--- config.mk ---
export PLATFORM = sky130hd
export DESIGN_NAME = sample_packetizer
export DESIGN_NICKNAME = d
export VERILOG_FILES = /design/src/rtl/sample_packetizer.sv
export SDC_FILE = /design/constraint.sdc
export NUM_CORES = 1
export LEC_CHECK = 0
export CAP_MARGIN = 20
export CORE_MARGIN = 2
export CORE_UTILIZATION = 50
export CTS_CLUSTER_DIAMETER = 50
export DETAILED_ROUTE_END_ITERATION = 10
export GPL_ROUTABILITY_DRIVEN = 0
export PLACE_DENSITY = 0.85
export SLEW_MARGIN = 20
export SYNTH_ARGS = -nofsm -noshare
export SYNTH_HDL_FRONTEND = slang
export SYNTH_SLANG_ARGS = --single-unit
--- constraint.sdc ---
create_clock -name sys_clk -period 3.4 [get_ports sys_clk]
set_clock_uncertainty 0.2 [all_clocks]
set_input_delay 0.68 -clock sys_clk [delete_from_list [all_inputs] [get_ports sys_clk]]
set_output_delay 0.68 -clock sys_clk [all_outputs]
set_load 0.01 [all_outputs]
--- src/rtl/sample_packetizer.sv ---
// Frames multi-channel ADC samples into sync/header/data/checksum byte packets
// on an AXI-Stream byte output; samples arriving mid-packet are dropped and counted.
module sample_packetizer #(
   parameter int unsigned NUM_CH    = 2,
   parameter logic [7:0]  SYNC_BYTE = 8'hA5
) (
   input  logic                   sys_clk,
   input  logic                   sys_rst_n,
   input  logic                   sample_valid,
   input  logic [16*NUM_CH-1:0]   sample_data,
   output logic [7:0]             m_axis_tdata,
   output logic                   m_axis_tvalid,
   input  logic                   m_axis_tready,
   output logic                   m_axis_tlast,
   output logic                   busy,
   output logic [15:0]            drop_count
);
   localparam int unsigned NB = 2 * NUM_CH;
   localparam int unsigned DW = 16 * NUM_CH;

   typedef enum logic [2:0] {
      IDLE = 3'd0,
      SYNC = 3'd1,
      HDR  = 3'd2,
      DATA = 3'd3,
      CSUM = 3'd4
   } state_e;

   state_e        state_q, state_d;
   logic [DW-1:0] sh_q, sh_d, ordered;
   logic [7:0]    hdr_q, hdr_d;
   logic [7:0]    csum_q, csum_d;
   logic [7:0]    tdata_q, tdata_d;
   logic          tvalid_q, tvalid_d;
   logic          tlast_q, tlast_d;
   logic          pend_q, pend_d;
   logic [6:0]    seq_q, seq_d;
   logic [3:0]    idx_q, idx_d;
   logic [15:0]   drop_q, drop_d;
   logic          hs, accept;

   // ch0 lands in the top bits so the packet shifts out MSB first
   always_comb begin
      ordered = '0;
      for (int c = 0; c < NUM_CH; c++) begin
         ordered[DW-1-16*c -: 16] = sample_data[16*c +: 16];
      end
   end

   assign hs     = tvalid_q && m_axis_tready;
   assign accept = sample_valid &&
                   ((state_q == IDLE) || ((state_q == CSUM) && hs));

   always_comb begin
      state_d  = state_q;
      sh_d     = sh_q;
      hdr_d    = hdr_q;
      csum_d   = csum_q;
      tdata_d  = tdata_q;
      tvalid_d = tvalid_q;
      tlast_d  = tlast_q;
      pend_d   = pend_q;
      seq_d    = seq_q;
      idx_d    = idx_q;
      drop_d   = drop_q;
      if (hs) begin
         unique case (state_q)
            SYNC: begin
               state_d = HDR;
               tdata_d = hdr_q;
            end
            HDR: begin
               state_d = DATA;
               csum_d  = csum_q + tdata_q;
               tdata_d = sh_q[DW-1 -: 8];
               sh_d    = sh_q << 8;
               idx_d   = '0;
            end
            DATA: begin
               csum_d = csum_q + tdata_q;
               if (idx_q == 4'(NB - 1)) begin
                  state_d = CSUM;
                  tdata_d = csum_q + tdata_q;
                  tlast_d = 1'b1;
               end else begin
                  idx_d   = idx_q + 4'd1;
                  tdata_d = sh_q[DW-1 -: 8];
                  sh_d    = sh_q << 8;
               end
            end
            CSUM: begin
               state_d  = IDLE;
               tvalid_d = 1'b0;
               tlast_d  = 1'b0;
               tdata_d  = '0;
            end
            default: ;
         endcase
      end
      // accept overrides the CSUM->IDLE move so back-to-back has no bubble
      if (accept) begin
         state_d  = SYNC;
         sh_d     = ordered;
         hdr_d    = {pend_q, seq_q};
         pend_d   = 1'b0;
         seq_d    = seq_q + 7'd1;
         csum_d   = '0;
         tdata_d  = SYNC_BYTE;
         tvalid_d = 1'b1;
         tlast_d  = 1'b0;
         idx_d    = '0;
      end else if (sample_valid) begin
         pend_d = 1'b1;
         if (drop_q != 16'hFFFF) begin
            drop_d = drop_q + 16'd1;
         end
      end
   end

   always_ff @(posedge sys_clk or negedge sys_rst_n) begin
      if (!sys_rst_n) begin
         state_q  <= IDLE;
         sh_q     <= '0;
         hdr_q    <= '0;
         csum_q   <= '0;
         tdata_q  <= '0;
         tvalid_q <= 1'b0;
         tlast_q  <= 1'b0;
         pend_q   <= 1'b0;
         seq_q    <= '0;
         idx_q    <= '0;
         drop_q   <= '0;
      end else begin
         state_q  <= state_d;
         sh_q     <= sh_d;
         hdr_q    <= hdr_d;
         csum_q   <= csum_d;
         tdata_q  <= tdata_d;
         tvalid_q <= tvalid_d;
         tlast_q  <= tlast_d;
         pend_q   <= pend_d;
         seq_q    <= seq_d;
         idx_q    <= idx_d;
         drop_q   <= drop_d;
      end
   end

   assign m_axis_tdata  = tdata_q;
   assign m_axis_tvalid = tvalid_q;
   assign m_axis_tlast  = tlast_q;
   assign busy          = (state_q != IDLE);
   assign drop_count    = drop_q;
endmodule

==> metrics.md, run 1 <==
| Metric | Value |
|---|---|
| Flops & latches, synth | `89` |
| Initial Util | `approximately 51%` |
| Synthesized area | `between 4000 and 5000 sq um` |
| Clk slew on worst S/H paths | `approximately 0.090 ns` |
| Syn nets | `slightly above 500` |
| Final WL | `9230 um` |
| Largest net degree at the start of global routing | `90` |
| Synth unique cells | `just under 60` |
| Chip height | `a little under 100 um` |
| VDD IR max | `0.338 mV` |
| Via count | `about 3600` |
| Worst r2r src | `m_axis_tdata[0]` |
| RSZ-0062 raised after global routing | `false` |
| PortBufs | `just over 60` |
| Post-synth ARST share | `100%` |
| H-tree Lvls | `3` |
| Commonest non-fill, non-tap cell in the layout | `nand2_1` |
| Max_slew headroom | `about 47%` |
| Leak pwr | `between 2 and 2.5 nW` |
| Metal3 WL | `around 520 um` |
| Antenna cells | `0` |
| Worst setup path category | `flip-flop to primary output` |
| DP HPWL | `about 6500 um` |
| Clock sink total | `89` |
| Final number of setup-violating endpoints | `0` |
| Maximum clock path buffer count | `2` |
| Max layer used | `met4` |
| Commonest non-fill, non-tap cells in the layout | `nand2_1, dfrtp_1, clkdlybuf4s50_1` |
| Worst EP arrival | `2.00 ns` |
| Synth Flop Type | `dfrtp_1` |
| Crit path max fanout | `11` |
| Post-CTS Setup Bufs | `0` |
| Cell Pwr Density | `between 600 and 700 nW/um^2` |
| CP startpoint kind | `flip-flop` |
| Worst reg2reg setup slack | `slightly below 1 ns` |
| Std cell rows | `34` |
| Number of synthesized flops with an enable pin | `0` |
| Worst EP required | `~2.5 ns` |
| Area leader, netlist | `dfrtp_1` |
| Post-synth top area share | `about 50%` |
| P&R area growth vs syn | `19.9%` |
| WL met2 | `about 4300 um` |
| FMAX | `about 350 MHz` |
| CTS tree | `built` |
| Post-route setup TNS | `0 ns` |
| Worst Max-Slew Pin Slew | `just under 0.8 ns` |
| Fin. Hold Viols | `0` |
| Ports | `63` |
| Max cap viols | `0` |
| Post-CTS Resized | `0` |
| Skew-Pair Late Insertion Delay | `0.35 ns` |
| Outcome | `completed` |
| Antenna-violating nets left | `0` |
| Final period util | `84.6%` |
| Synth top area cells | `dfrtp_1, nand2_1, xnor2_1` |
| Mapped Cells | `between 400 and 500` |
| Total Die Area | `roughly 9700 sq um` |
| Yosys warning count | `0` |
| HP Class | `primary input to async pin` |
| Share of layout cells above drive strength 1 | `around 7.5%` |
| Area of the core | `8680 sq um` |
| Average size of a mapped cell | `slightly below 10 sq um` |
| CTS Hold Bufs | `0` |
| Tmin final | `2.88 ns` |
| Layout Nets | `about 560` |
| M1 WL | `roughly 4300 um` |
| Initial DRC Count | `183` |
| Crit end category | `primary output` |
| Global route overflow | `0` |
| Sequential fraction of the synthesis area | `about 50%` |
| Initial antenna violation count | `0` |
| CTS Buf Count | `9` |
| Layout Cells excl Fill | `630` |
| Placed Cells | `approximately 600` |
| Total track usage | `between 15 and 20%` |
| DRC viols | `0` |
| Die Wd | `98.3 um` |
| RR Endpoint | `csum_q[6]` |
| Wirelength per Cell | `about 15 um` |
| Vias per inst | `5.65` |
| Global-route wire length before repair | `16000 um` |
| Vias in the first global route | `3497` |
| Max Slew Vio Count | `0` |
| Cell depth of the worst flop-to-flop path | `7` |
| Clk root buf | `clkbuf_8` |
| DRT Pass-1 Iters | `5` |
## worst max-delay path: stages, from the launching register on
cell	delay, ns
dfrtp_1	0.51
nor2_1	0.50
nand2_1	0.14
clkdlybuf4s50_1	0.51
## per-stage QoR
step	worst slack (ns)	hold slack (ns)	total power, mW	util, %	cell area, sq um
finish	0.525	0.165	3.62	61.4	5330
global route	0.448	0.224	3.89	61.4	5330
CTS	0.523	0.284	3.63	61.3	5320
detailed placement	0.502	0.261	2.87	58.9	5110
global placement	0.527	0.249	2.81	58.9	5110
floorplan	1.24	0.184	2.43	-	4440
## synthesized netlist by cell type (2+ instances only)
cell type / number
o21bai_1: 4
a21oi_1: 10
a22oi_1: 2
and4b_1: 3
a221oi_1: 2
nand4_1: 14
nor3b_1: 2
a31oi_1: 25
nand3b_1: 5
a21bo_2: 2
o21ai_0: 14
clkbuf_1: 6
a21o_1: 3
or2_2: 3
nand2_1: 107
mux2_2: 2
nor2_1: 36
a222oi_1: 3
buf_6: 2
a211oi_1: 2
inv_1: 4
buf_4: 2
o211ai_1: 3
dfrtp_1: 89
or3_1: 4
buf_2: 12
o31ai_1: 2
ha_1: 10
and3_1: 7
nor3_1: 5
a22o_1: 8
xnor2_1: 26
xor2_1: 3
nand3_1: 15
## how the worst max path moves through the flow
| stage | to | slack (ns) | cells after the start | startpoint |
|---|---|---|---|---|
| 2_1_floorplan | csum_q[6] | 1.24 | 7 | m_axis_tdata[0] |
| 3_3_place_gp | m_axis_tdata[7] | 0.53 | 6 | sample_valid |
| 3_5_place_dp | m_axis_tdata[7] | 0.50 | 6 | sample_valid |
| 4_1_cts | busy | 0.52 | 3 | state_q[0] |
| 5_1_grt | busy | 0.45 | 3 | state_q[0] |
| 6_report | busy | 0.52 | 3 | state_q[0] |
## registers in the layout, indices dropped and copies added (netlist names)
signal and cells:
csum_q 8, drop_count 16, hdr_q 8, idx_q 4
m_axis_tdata 8, m_axis_tlast 1, m_axis_tvalid 1, pend_q 1
seq_q 7, sh_q 32, state_q 3
## routing by layer
metal | track usage (%) | up-vias
li1 | - | 1748
met4 | 4.85 | 0
met3 | 5.08 | 10
met1 | 27.1 | 1708
met5 | 0 | -
met2 | 32.4 | 95
## power breakdown
| group | internal (mW) | switching, mW | leakage [nW] |
|---|---|---|---|
| clock | 0.368 | 0.390 | 0.0999 |
| sequential | 1.40 | 0.321 | 1.10 |
| combinational | 0.586 | 0.554 | 1.07 |
| total | 2.36 | 1.26 | 2.28 |
## layout make-up
cell class | instances | area (sq um)
flip-flops and latches | 89 | 2230
multi-input cells | 347 | 2090
fillers | 750 | 3350
clock inverters | 6 | 71.3
well taps | 108 | 135
repair buffers | 66 | 652
clock buffers | 10 | 138
inverters | 4 | 15.0
## kinds of logic after synthesis
| logic type | Yosys count | synth area share [%] |
|---|---|---|
| simple gates | 211 | 22.2 |
| fa+ha+maj | 11 | 3.27 |
| mux | 3 | 0.732 |
| xor+xnor | 29 | 5.72 |
| compound gates | 93 | 15.0 |
| buf+inv | 26 | 3.04 |
| flops | 89 | 50.1 |
No activity file was read; power rests on OpenSTA's default activity.
==> run 2: changes to the inputs <==
--- a/config.mk
+++ b/config.mk
@@ -7,11 +7,11 @@
 export LEC_CHECK = 0
 export CAP_MARGIN = 20
 export CORE_MARGIN = 2
-export CORE_UTILIZATION = 50
+export CORE_UTILIZATION = 49
 export CTS_CLUSTER_DIAMETER = 50
 export DETAILED_ROUTE_END_ITERATION = 10
 export GPL_ROUTABILITY_DRIVEN = 0
-export PLACE_DENSITY = 0.85
+export PLACE_DENSITY = 0.87
 export SLEW_MARGIN = 20
 export SYNTH_ARGS = -nofsm -noshare
 export SYNTH_HDL_FRONTEND = slang
==> constraint.sdc (replaced) <==
create_clock -name sys_clk -period 2.5 [get_ports sys_clk]
set_clock_uncertainty 0.2 [all_clocks]
set_input_delay 0.5 -clock sys_clk [delete_from_list [all_inputs] [get_ports sys_clk]]
set_output_delay 0.5 -clock sys_clk [all_outputs]
set_load 0.01 [all_outputs]
==> run 2 against run 1 <==
Critical path depth increased by 3. Critical path type is now flip-flop to flip-flop. Final area increased by 3.0%. Largest power group unchanged. Wire length up 9.0%.
==> metrics.md, run 2 (synthesized netlist as in run 1, its figures left out) <==
| Metric | Value |
|---|---|
| Outcome | `completed` |
| Crit path max fanout | `5` |
| CP startpoint kind | `flip-flop` |
| Vias in the first global route | `around 3700` |
| Slowest cell on crit path | `o21ai_0` |
| Clock Power Share | `approximately a fifth` |
| PortBufs | `62` |
| Power Total | `just under 5 mW` |
| Sw Pwr | `between 1.5 and 2 mW` |
| Die Wd | `around 99 um` |
| DP HPWL | `~7200 um` |
| Hold WS | `~0.28 ns` |
| VDD IR max | `0.521 mV` |
| Internal | `~3.1 mW` |
| RR Endpoint | `m_axis_tdata[7]` |
| Worst EP arrival | `about 2.4 ns` |
| Initial DRC Count | `about 290` |
| CTS Buf Count | `9` |
| Total Die Area | `a little under 10000 sq um` |
| HP Class | `flip-flop to flip-flop` |
| Std cell rows | `34` |
| Combinational share of power | `approximately 34%` |
| Worst setup path category | `flip-flop to flip-flop` |
| Area of the core | `8760 sq um` |
| Clk slew on worst S/H paths | `around 0.090 ns` |
| Leak pwr | `~2.4 nW` |
| Max_slew headroom | `between 50% and 60%` |
| Worst reg2reg setup slack | `between 0.1 and 0.15 ns` |
| Largest stage delay on the critical path | `roughly 0.45 ns` |
| Commonest non-fill, non-tap cells in the layout | `nand2_1, dfrtp_1, clkdlybuf4s50_1` |
| Sequential power share | `between 40 and 50%` |
| Clk root buf | `clkbuf_8` |
| Antenna cells | `0` |
| Clock sink total | `about 90` |
| Initial Util | `between 50% and 60%` |
| Maximum clock path buffer count | `2` |
| Total track usage | `21.7%` |
| Ports | `63` |
| Worst r2r src | `m_axis_tdata[2]` |
| DRC viols | `0` |
| Tmin final | `around 2.4 ns` |
| Max reg flops | `32` |
| Max Slew Vio Count | `0` |
| Worst setup margin | `0.125 ns` |
| DRT Pass-1 Iters | `6` |
| Cell depth of the worst flop-to-flop path | `6` |
| Final period util | `a little over nine tenths` |
| Layout Nets | `580` |
| Hold EP | `seq_q[6]` |
| Share of layout cells above drive strength 1 | `10.4%` |
| Pre-CTS WS | `a little under 0.006 ns` |
| Largest net degree at the start of global routing | `between 70 and 80` |
| FMAX | `between 400 and 500 MHz` |
| Fin. Hold Viols | `0` |
| Most used cell, CP | `o21ai_0` |
| CTS tree | `built` |
| Worst Max-Slew Pin Slew | `~0.7 ns` |
| Vias per inst | `between 5 and 6` |
| Most flops, register | `sh_q` |
| Global route overflow | `0` |
| RSZ-0062 raised after global routing | `false` |
| Post-route setup TNS | `0 ns` |
| Final number of setup-violating endpoints | `0` |
| Antenna-violating nets left | `0` |
| Skew-Pair Late Insertion Delay | `~0.36 ns` |
| Cell Pwr Density | `~900 nW/um^2` |
| Layout Cells excl Fill | `between 600 and 700` |
| Hold_sp | `seq_q[6]` |
| Switching Fraction | `a little over a third` |
| Wirelength per Cell | `15.6 um` |
| Chip height | `slightly below 100 um` |
| Global-route wire length before repair | `~17000 um` |
| Placed Cells | `between 600 and 700` |
| Commonest non-fill, non-tap cell in the layout | `nand2_1` |
| Max cap viols | `0` |
| Worst EP required | `2.56 ns` |
| WHS Path Cells | `1` |
| H-tree Lvls | `3` |
| Crit end category | `flip-flop` |
| Worst path cell trace | `ha_1 > o21ai_0 > o21ai_0 > a21oi_1 > xor2_1 > a311oi_1` |
| Via count | `roughly 3700` |
| P&R area growth vs syn | `23.5%` |
| Final WL | `about 10000 um` |
| Initial antenna violation count | `0` |
==> run 2: cell types whose count changed in the layout (fill, tap and decap cells not counted), sizes merged <==
cell         delta
buf            +15
bufinv          -1
clkinv          +1
clkinvlp        -1
dlygate4sd3     +1
inv             +1
==> run 2: area by class of cell <==
cell class | count | area (sq um)
clock inverter | 6 | 56.3
inverter | 4 | 15.0
fill | 755 | 3280
tap | 108 | 135
clock buffer | 10 | 138
timing repair buffer | 82 | 821
multi-input combinational | 347 | 2100
sequential | 89 | 2230
==> run 2: per-layer routing <==
metal,GRT usage (%),vias to the layer above,wire length [um]
met3,5.27,17,483
met2,35.2,106,4990
met4,5.58,0,119
li1,-,1783,-
met1,29.6,1807,4460
met5,0,-,0
==> run 2: power by group through the flow <==
stage	registers, mW	logic [mW]	clock network, mW
detailed placement	2.33	1.63	0
CTS	2.30	1.64	0.987
floorplan	2.27	1.04	0
global route	2.38	1.85	1.05
finish	2.31	1.65	0.969
global placement	2.29	1.56	0
==> run 2: stage by stage <==
step	utilization, %	cell area, sq um
final	62.6	5490
after global routing	62.6	5490
after CTS	62.6	5480
after detailed placement	60.2	5280
after global placement	60.2	5280
after floorplan	-	4440
==> run 2: worst max-delay path by stage <==
stage	end	slack, ns	from	depth (start not counted)
6_report	m_axis_tdata[7]	0.12	m_axis_tdata[2]	6
5_1_grt	m_axis_tdata[7]	0.03	m_axis_tdata[2]	6
4_1_cts	busy	0.05	state_q[0]	3
3_5_place_dp	drop_count[13]	0.006	m_axis_tready	6
3_3_place_gp	drop_count[15]	0.08	m_axis_tready	6
2_1_floorplan	csum_q[6]	0.34	m_axis_tdata[0]	7
==> run 2: repair_timing <==
action                                  CTS  global route
gates resized for setup                   0             2
endpoints found under the setup margin    0             2
endpoints found under the hold margin    16             0
buffers inserted                          0             0
hold buffers                              1             0
==> run 2: critical path: cells and delay by family, from the launching register on <==
| kind | cells | cell delay, ns |
|---|---|---|
| fa+ha+maj | 1 | 0.38 |
| xor+xnor | 1 | 0.19 |
| compound gates | 4 | 1.08 |
| flops | 1 | 0.42 |
==> run 3: changes to the inputs <==
--- a/config.mk
+++ b/config.mk
@@ -10,7 +10,6 @@
 export CORE_UTILIZATION = 49
 export CTS_CLUSTER_DIAMETER = 50
 export DETAILED_ROUTE_END_ITERATION = 10
-export GPL_ROUTABILITY_DRIVEN = 0
 export PLACE_DENSITY = 0.87
 export SLEW_MARGIN = 20
 export SYNTH_ARGS = -nofsm -noshare
==> results of run 3 <==
Final layout, timing and power as in run 2 (identical DEF).
